[config.mk]
export PLATFORM = sky130hd
export DESIGN_NAME = audio_sram_arbiter
export DESIGN_NICKNAME = d
export VERILOG_FILES = /design/src/rtl/audio_sram_arbiter.sv
export SDC_FILE = /design/constraint.sdc
export NUM_CORES = 1
export LEC_CHECK = 0
export ABC_CLOCK_PERIOD_IN_PS = 2600
export CAP_MARGIN = 0
export CORE_MARGIN = 2
export CORE_UTILIZATION = 42
export CTS_BUF_LIST = sky130_fd_sc_hd__clkbuf_8
export CTS_CLUSTER_SIZE = 25
export DETAILED_ROUTE_END_ITERATION = 8
export GPL_ROUTABILITY_DRIVEN = 0
export PLACE_DENSITY = 0.94
export SLEW_MARGIN = 5
export SYNTH_ARGS = -nofsm -noshare
export SYNTH_HDL_FRONTEND = slang
export SYNTH_SLANG_ARGS = --single-unit
[constraint.sdc]
create_clock -name i_clk -period 2.6 [get_ports i_clk]
set_clock_uncertainty 0.2 [all_clocks]
set_input_delay 0.52 -clock i_clk [delete_from_list [all_inputs] [get_ports i_clk]]
set_output_delay 0.52 -clock i_clk [all_outputs]
set_load 0.05 [all_outputs]
[src/rtl/audio_sram_arbiter.sv]
// audio_sram_arbiter: shares one external SRAM between recorder writes and player reads.
// Define REC_PRIORITY_EN for fixed recorder priority instead of round-robin arbitration.
module audio_sram_arbiter #(
    parameter int ACC_CYCLES = 2,
    parameter int AW = 20,
    parameter int DW = 16
) (
    input  logic          i_clk,
    input  logic          i_rst,
    input  logic          i_rec_req,
    input  logic [AW-1:0] i_rec_addr,
    input  logic [DW-1:0] i_rec_wdata,
    output logic          o_rec_ack,
    input  logic          i_play_req,
    input  logic [AW-1:0] i_play_addr,
    output logic          o_play_ack,
    output logic [DW-1:0] o_play_rdata,
    output logic          o_busy,
    output logic [AW-1:0] o_sram_addr,
    output logic [DW-1:0] o_sram_dq,
    output logic          o_sram_dq_oe,
    input  logic [DW-1:0] i_sram_dq,
    output logic          o_sram_we_n,
    output logic          o_sram_ce_n,
    output logic          o_sram_oe_n,
    output logic          o_sram_lb_n,
    output logic          o_sram_ub_n
);
    typedef enum logic [1:0] {IDLE, WRITE, READ} state_t;
    localparam logic [3:0] ACC_LAST = 4'(ACC_CYCLES - 1);
    state_t     state;
    logic [3:0] acc_cnt;
    logic       rec_win;
`ifdef REC_PRIORITY_EN
    assign rec_win = i_rec_req;
`else
    logic rr_play;
    assign rec_win = i_rec_req && !(i_play_req && rr_play);
    // after each grant the pointer favours the requester that did not win
    always_ff @(posedge i_clk) begin
        if (i_rst)
            rr_play <= 1'b0;
        else if (state == IDLE && (i_rec_req || i_play_req))
            rr_play <= rec_win;
    end
`endif
    // access sequencer: grant in IDLE, hold strobes for ACC_CYCLES, then one idle turnaround cycle
    always_ff @(posedge i_clk) begin
        if (i_rst) begin
            state        <= IDLE;
            acc_cnt      <= '0;
            o_rec_ack    <= 1'b0;
            o_play_ack   <= 1'b0;
            o_play_rdata <= '0;
            o_busy       <= 1'b0;
            o_sram_addr  <= '0;
            o_sram_dq    <= '0;
            o_sram_dq_oe <= 1'b0;
            o_sram_we_n  <= 1'b1;
            o_sram_ce_n  <= 1'b1;
            o_sram_oe_n  <= 1'b1;
            o_sram_lb_n  <= 1'b1;
            o_sram_ub_n  <= 1'b1;
        end else begin
            o_rec_ack  <= 1'b0;
            o_play_ack <= 1'b0;
            case (state)
                IDLE: begin
                    if (i_rec_req || i_play_req) begin
                        state        <= rec_win ? WRITE : READ;
                        acc_cnt      <= ACC_LAST;
                        o_sram_addr  <= rec_win ? i_rec_addr : i_play_addr;
                        o_sram_dq    <= rec_win ? i_rec_wdata : o_sram_dq;
                        o_sram_dq_oe <= rec_win;
                        o_sram_we_n  <= !rec_win;
                        o_sram_oe_n  <= rec_win;
                        o_sram_ce_n  <= 1'b0;
                        o_sram_lb_n  <= 1'b0;
                        o_sram_ub_n  <= 1'b0;
                        o_busy       <= 1'b1;
                        o_rec_ack    <= rec_win && (ACC_LAST == 4'd0);
                    end
                end
                default: begin
                    acc_cnt <= acc_cnt - 4'd1;
                    if (acc_cnt == 4'd0) begin
                        state        <= IDLE;
                        o_busy       <= 1'b0;
                        o_sram_dq_oe <= 1'b0;
                        o_sram_we_n  <= 1'b1;
                        o_sram_ce_n  <= 1'b1;
                        o_sram_oe_n  <= 1'b1;
                        o_sram_lb_n  <= 1'b1;
                        o_sram_ub_n  <= 1'b1;
                        o_play_rdata <= (state == READ) ? i_sram_dq : o_play_rdata;
                        o_play_ack   <= (state == READ);
                    end else begin
                        o_rec_ack <= (state == WRITE) && (acc_cnt == 4'd1);
                    end
                end
            endcase
        end
    end
endmodule
Word-level counts from Yosys, hierarchy flattened:

Cells that the tools add are included.

* bits in registers: 66
* input port bits: 76
* output and inout bits: 61
* logic and storage cells: 54

* add/sub/neg operators: 1
* equality and inequality tests: 4
* muxes and demuxes: 18
* bitwise gates (word level): 2
* reductions and logical operators: 16

Operators by type and width (number)
* 20-bit 2-to-1 mux: 1
* 1-bit 2-to-1 mux: 11
* 2-bit 2-to-1 mux: 4
* 4-bit 2-to-1 mux: 2
* 3-bit AND reduction: 2
* 3-bit OR reduction: 2
* 4-bit by 1-bit == test with 1-bit output, second input constant: 1
* 1-bit logical AND: 4
* 4-bit zero test: 1
* 2-bit AND reduction: 2
* 4-bit by 1-bit subtractor with 4-bit output, second input constant: 1
* 2-bit by 1-bit == test with 1-bit output, second input constant: 1
* 2-bit == test, second input constant: 1
* 1-bit zero test: 2
* 2-bit zero test: 1
* 2-bit by 1-bit != test with 1-bit output, second input constant: 1
* 1-bit inverter: 2
* 2-bit nonzero test: 1
* 1-bit logical OR: 1

Depth between registers and ports, before layout:

* depth after elaboration: 6
* mapped depth: 7

Worst setup path after synthesis:

Ideal clock, no wire load.

* path kind: register -> register
* start point: reg acc_cnt[0]
* end point: reg o_play_rdata[10]
* setup time: 72 ps
* arrival time: 1570 ps
* path slack: 758 ps
* cell stages (with the launch flop): 8
* path buffers: 2
* period minus slack after synthesis: 1842 ps
* cells stage by stage: dfxtp_1 > inv_1 > ha_1 > or3b_4 > nor3b_2 > buf_6 > buf_12 > mux2i_1

* word-level cells in the longest chain between the ends: 2

RTL lines
* from (decl): line 32 `logic [3:0] acc_cnt;`
* from (signal assigned): line 85 `acc_cnt <= acc_cnt - 4'd1;`
* 4-bit zero test: line 86 `if (acc_cnt == 4'd0) begin`
* 3-bit AND reduction (no source line)
* to (signal assigned): line 95 `o_play_rdata <= (state == READ) ? i_sram_dq : o_play_rdata;`
* to (decl): line 17 `output logic [DW-1:0] o_play_rdata,`

Every way passes these cells.
A chain may end at the register's enable or synchronous reset.

==> summary.txt <==
Logic synthesis
  – Yosys top cell by area: dfxtp_1
  – Post-synth net total: 402
  – Number of synthesized register bits: 65
  – Post-synth EDFFs: 0
  – Post-synthesis cell type count: 37
  – Sequential fraction of the synthesis area: 46.2%
  – YS warnings: 0
  – Top-count cell post-synth: dfxtp_1
  – Syn Inst Count: 323
  – Synth Cell Area: 2820 um^2
  – Synth top area share: 46.2%
  – Ranking of synthesized cells by area: dfxtp_1 (46%), nand2b_1 (7.6%), a21oi_1 (7.3%), a311oi_1 (6.2%), nand2_1 (5.7%)
  – Ys async rst share: 0%
  – Top post-synthesis cells by count: dfxtp_1 (65), nand2_1 (43), a21oi_1 (41)
  – Mean post-synth cell area: 8.72 um^2
  – Post-synth top flop: dfxtp_1

Setup path
  – Setup crit start kind: flop
  – Worst path top cell family by delay: buffers and inverters
  – Worst-path fanout max: 7
  – Crit path kind: flop to output pin
  – Crit-path cells: clkdlybuf4s50_1
  – Worst reg2reg path endpoint: o_play_rdata[3]$_SDFFE_PP0P_
  – Stages on worst setup path: 1
  – Crit-path slowest cell: clkdlybuf4s50_1
  – R2r setup slk: 0.57 ns
  – CP endpoint: o_sram_dq_oe
  – Critical path's largest stage delay: 0.88 ns
  – Worst Path Buf+Inv: 1
  – WP data arrival: 1.70 ns
  – Worst Setup SP: state[0]$_SDFFE_PP0P_
  – Reg2reg path depth: 6
  – Worst EP required: 1.88 ns
  – CP endpoint kind: output pin
  – Reg2Reg Launch Point: acc_cnt[0]$_SDFFE_PP0P_

Status
  – Result of the run: finished, violations left
  – Failing checks: design-rule violations

Power
  – Leakage: 1.63 nW
  – Max IR drop VDD: 0.387 mV
  – Design Power: 3.35 mW
  – PD cells: 751 nW/um^2

GRT
  – Largest net degree at the start of global routing: 44
  – Initial antenna violation count: 0
  – Vias in the first global route: 2838
  – Gr ovfl total: 0
  – Total Routing Usage GR: 21.5%
  – First-pass GRT wire length: 12700 um

Clock tree
  – Clock Latency Late Sink: 0.33 ns
  – Cts hold-fix bufs: 0
  – Clock root buffer: clkbuf_8
  – CTS tree: built
  – Cts bufs inserted: 9
  – Resized Gates After CTS: 0
  – Post-CTS Setup Inserts: 0
  – Clock transition at path regs: 0.07 ns
  – Clk buf depth: 2
  – # H-tree levels: 3
  – CTS sink count: 65

Layout
  – Fill cells: 477
  – N_diodes: 0
  – Area Overhead vs Synth: 58.4%
  – Fraction of layout cells with a size suffix above 1: 7.52%
  – Fin area: 4460 um^2
  – Register Area: 1300 um^2
  – Layout Nets: 526
  – Area of the multi-input gates: 1350 um^2

Routing
  – Initial drt markers: 103
  – Drc violations: 8
  – Via Count: 2864
  – DRT antenna net count: 0
  – Vias per cell: 5.41
  – WL final: 8120 um
  – TritonRoute pass-1 iters: 6
  – Per-cell routed wire length: 15.3 um

Floorplan
  – Ports: 137
  – CORE AREA: 6420 um^2
  – Initial Util: 43.8%
  – Die area: 7370 um^2
  – Die Width: 85.9 um
  – FP Rows: 29
  – Die Y: 85.9 um

Timing
  – Slew Viols, Final: 0
  – FMAX: 413 MHz
  – RSZ-0062 raised after global routing: no
  – Period minus WS final: 2.42 ns
  – Slew margin rel.: 62.3%
  – Final period utilization: 93.1%
  – Final setup fails: 0
  – Worst slew pin tran: 0.563 ns
  – Final hold violations: 0
  – Final setup TNS: 0 ns

Placement
  – Post-DP Area: 4200 um^2
  – Final HPWL DP: 5670 um
  – PortBufs: 136

Min path
  – Hold Crit Class: input port to flop
  – Worst hold path depth: 2

Run
  – Max-cap violation count: 0
[metal layers]
metal | track usage (%) | share of wire [%] | vias up
met2 | 36.5 | 50 | 134
met1 | 23.7 | 39 | 1330
met3 | 6.83 | 8.9 | 28
li1 | - | - | 1372
met5 | 0 | 0 | -
met4 | 11.8 | 2.9 | 0
[flip-flops by register name, indices dropped and copies added (netlist names)]
signal,flops
o_play_rdata,16
o_sram_ub_n,1
o_sram_oe_n,1
acc_cnt,4
state,2
o_sram_we_n,1
o_sram_dq,16
o_sram_addr,20
rr_play,1
o_busy,1
o_play_ack,1
o_rec_ack,1
[metrics by stage]
step	util (%)	hold WS (ns)	instances	worst slack (ns)
6_report	69.4	0.236	529	0.178
5_1_grt	69.4	0.255	529	0.134
4_1_cts	69.4	0.235	529	0.158
3_5_place_dp	65.3	0.268	513	0.305
3_3_place_gp	65.3	0.258	513	0.423
2_1_floorplan	-	0.261	323	0.758
[layout by cell type, fill, tap and decap left out, types with 2 or more instances in the layout]
master / instances
nor3_1: 3
mux2i_1: 16
buf_4: 9
o21ai_0: 20
dfxtp_1: 65
clkdlybuf4s50_1: 135
nand2b_1: 34
nor2_1: 6
nand2_1: 43
a31oi_1: 2
bufinv_16: 3
nand3_1: 17
a311oi_1: 20
inv_1: 2
ha_1: 3
a21oi_1: 41
nor4_1: 2
clkbuf_8: 12
[area by class of cell]
type                    instances  share of cell area, %
flip-flops and latches         65                   29.2
repair buffers                146                   32.4
multi-input cells             223                   30.2
well taps                      77                   2.16
clock inverters                 4                   2.19
inverters                       2                  0.168
clock buffers                  12                   3.70
[worst min-delay path by stage]
stage	end	start	slack [ns]
final	acc_cnt[2]$_SDFFE_PP0P_	i_rst	0.24
after global routing	acc_cnt[2]$_SDFFE_PP0P_	i_rst	0.25
after CTS	acc_cnt[2]$_SDFFE_PP0P_	i_rst	0.24
after detailed placement	o_sram_dq[12]$_SDFFE_PP0P_	o_sram_dq[12]$_SDFFE_PP0P_	0.27
after global placement	o_play_rdata[5]$_SDFFE_PP0P_	o_play_rdata[5]$_SDFFE_PP0P_	0.26
after floorplan	acc_cnt[1]$_SDFFE_PP0P_	acc_cnt[1]$_SDFFE_PP0P_	0.26
[where the power goes]
part | internal, mW | leakage [nW] | switching, mW
Sequential | 1.10 | 0.534 | 0.0690
Combinational | 0.414 | 0.968 | 0.653
Clock | 0.716 | 0.129 | 0.391
[kinds of logic (layout without fill, tap and decap cells)]
group / after synthesis / in the layout / synth area share (%)
multiplexers: 17 / 17 / 6.09
AO/OA/AOI/OAI: 87 / 87 / 18.7
flip-flops: 65 / 65 / 46.2
AND/OR/NAND/NOR: 115 / 115 / 21.0
buffers and inverters: 35 / 164 / 6.31
XOR/XNOR: 1 / 1 / 0.311
adder cells (fa/ha/maj): 3 / 3 / 1.33
Note: power is estimated with default switching activity, not from simulation.
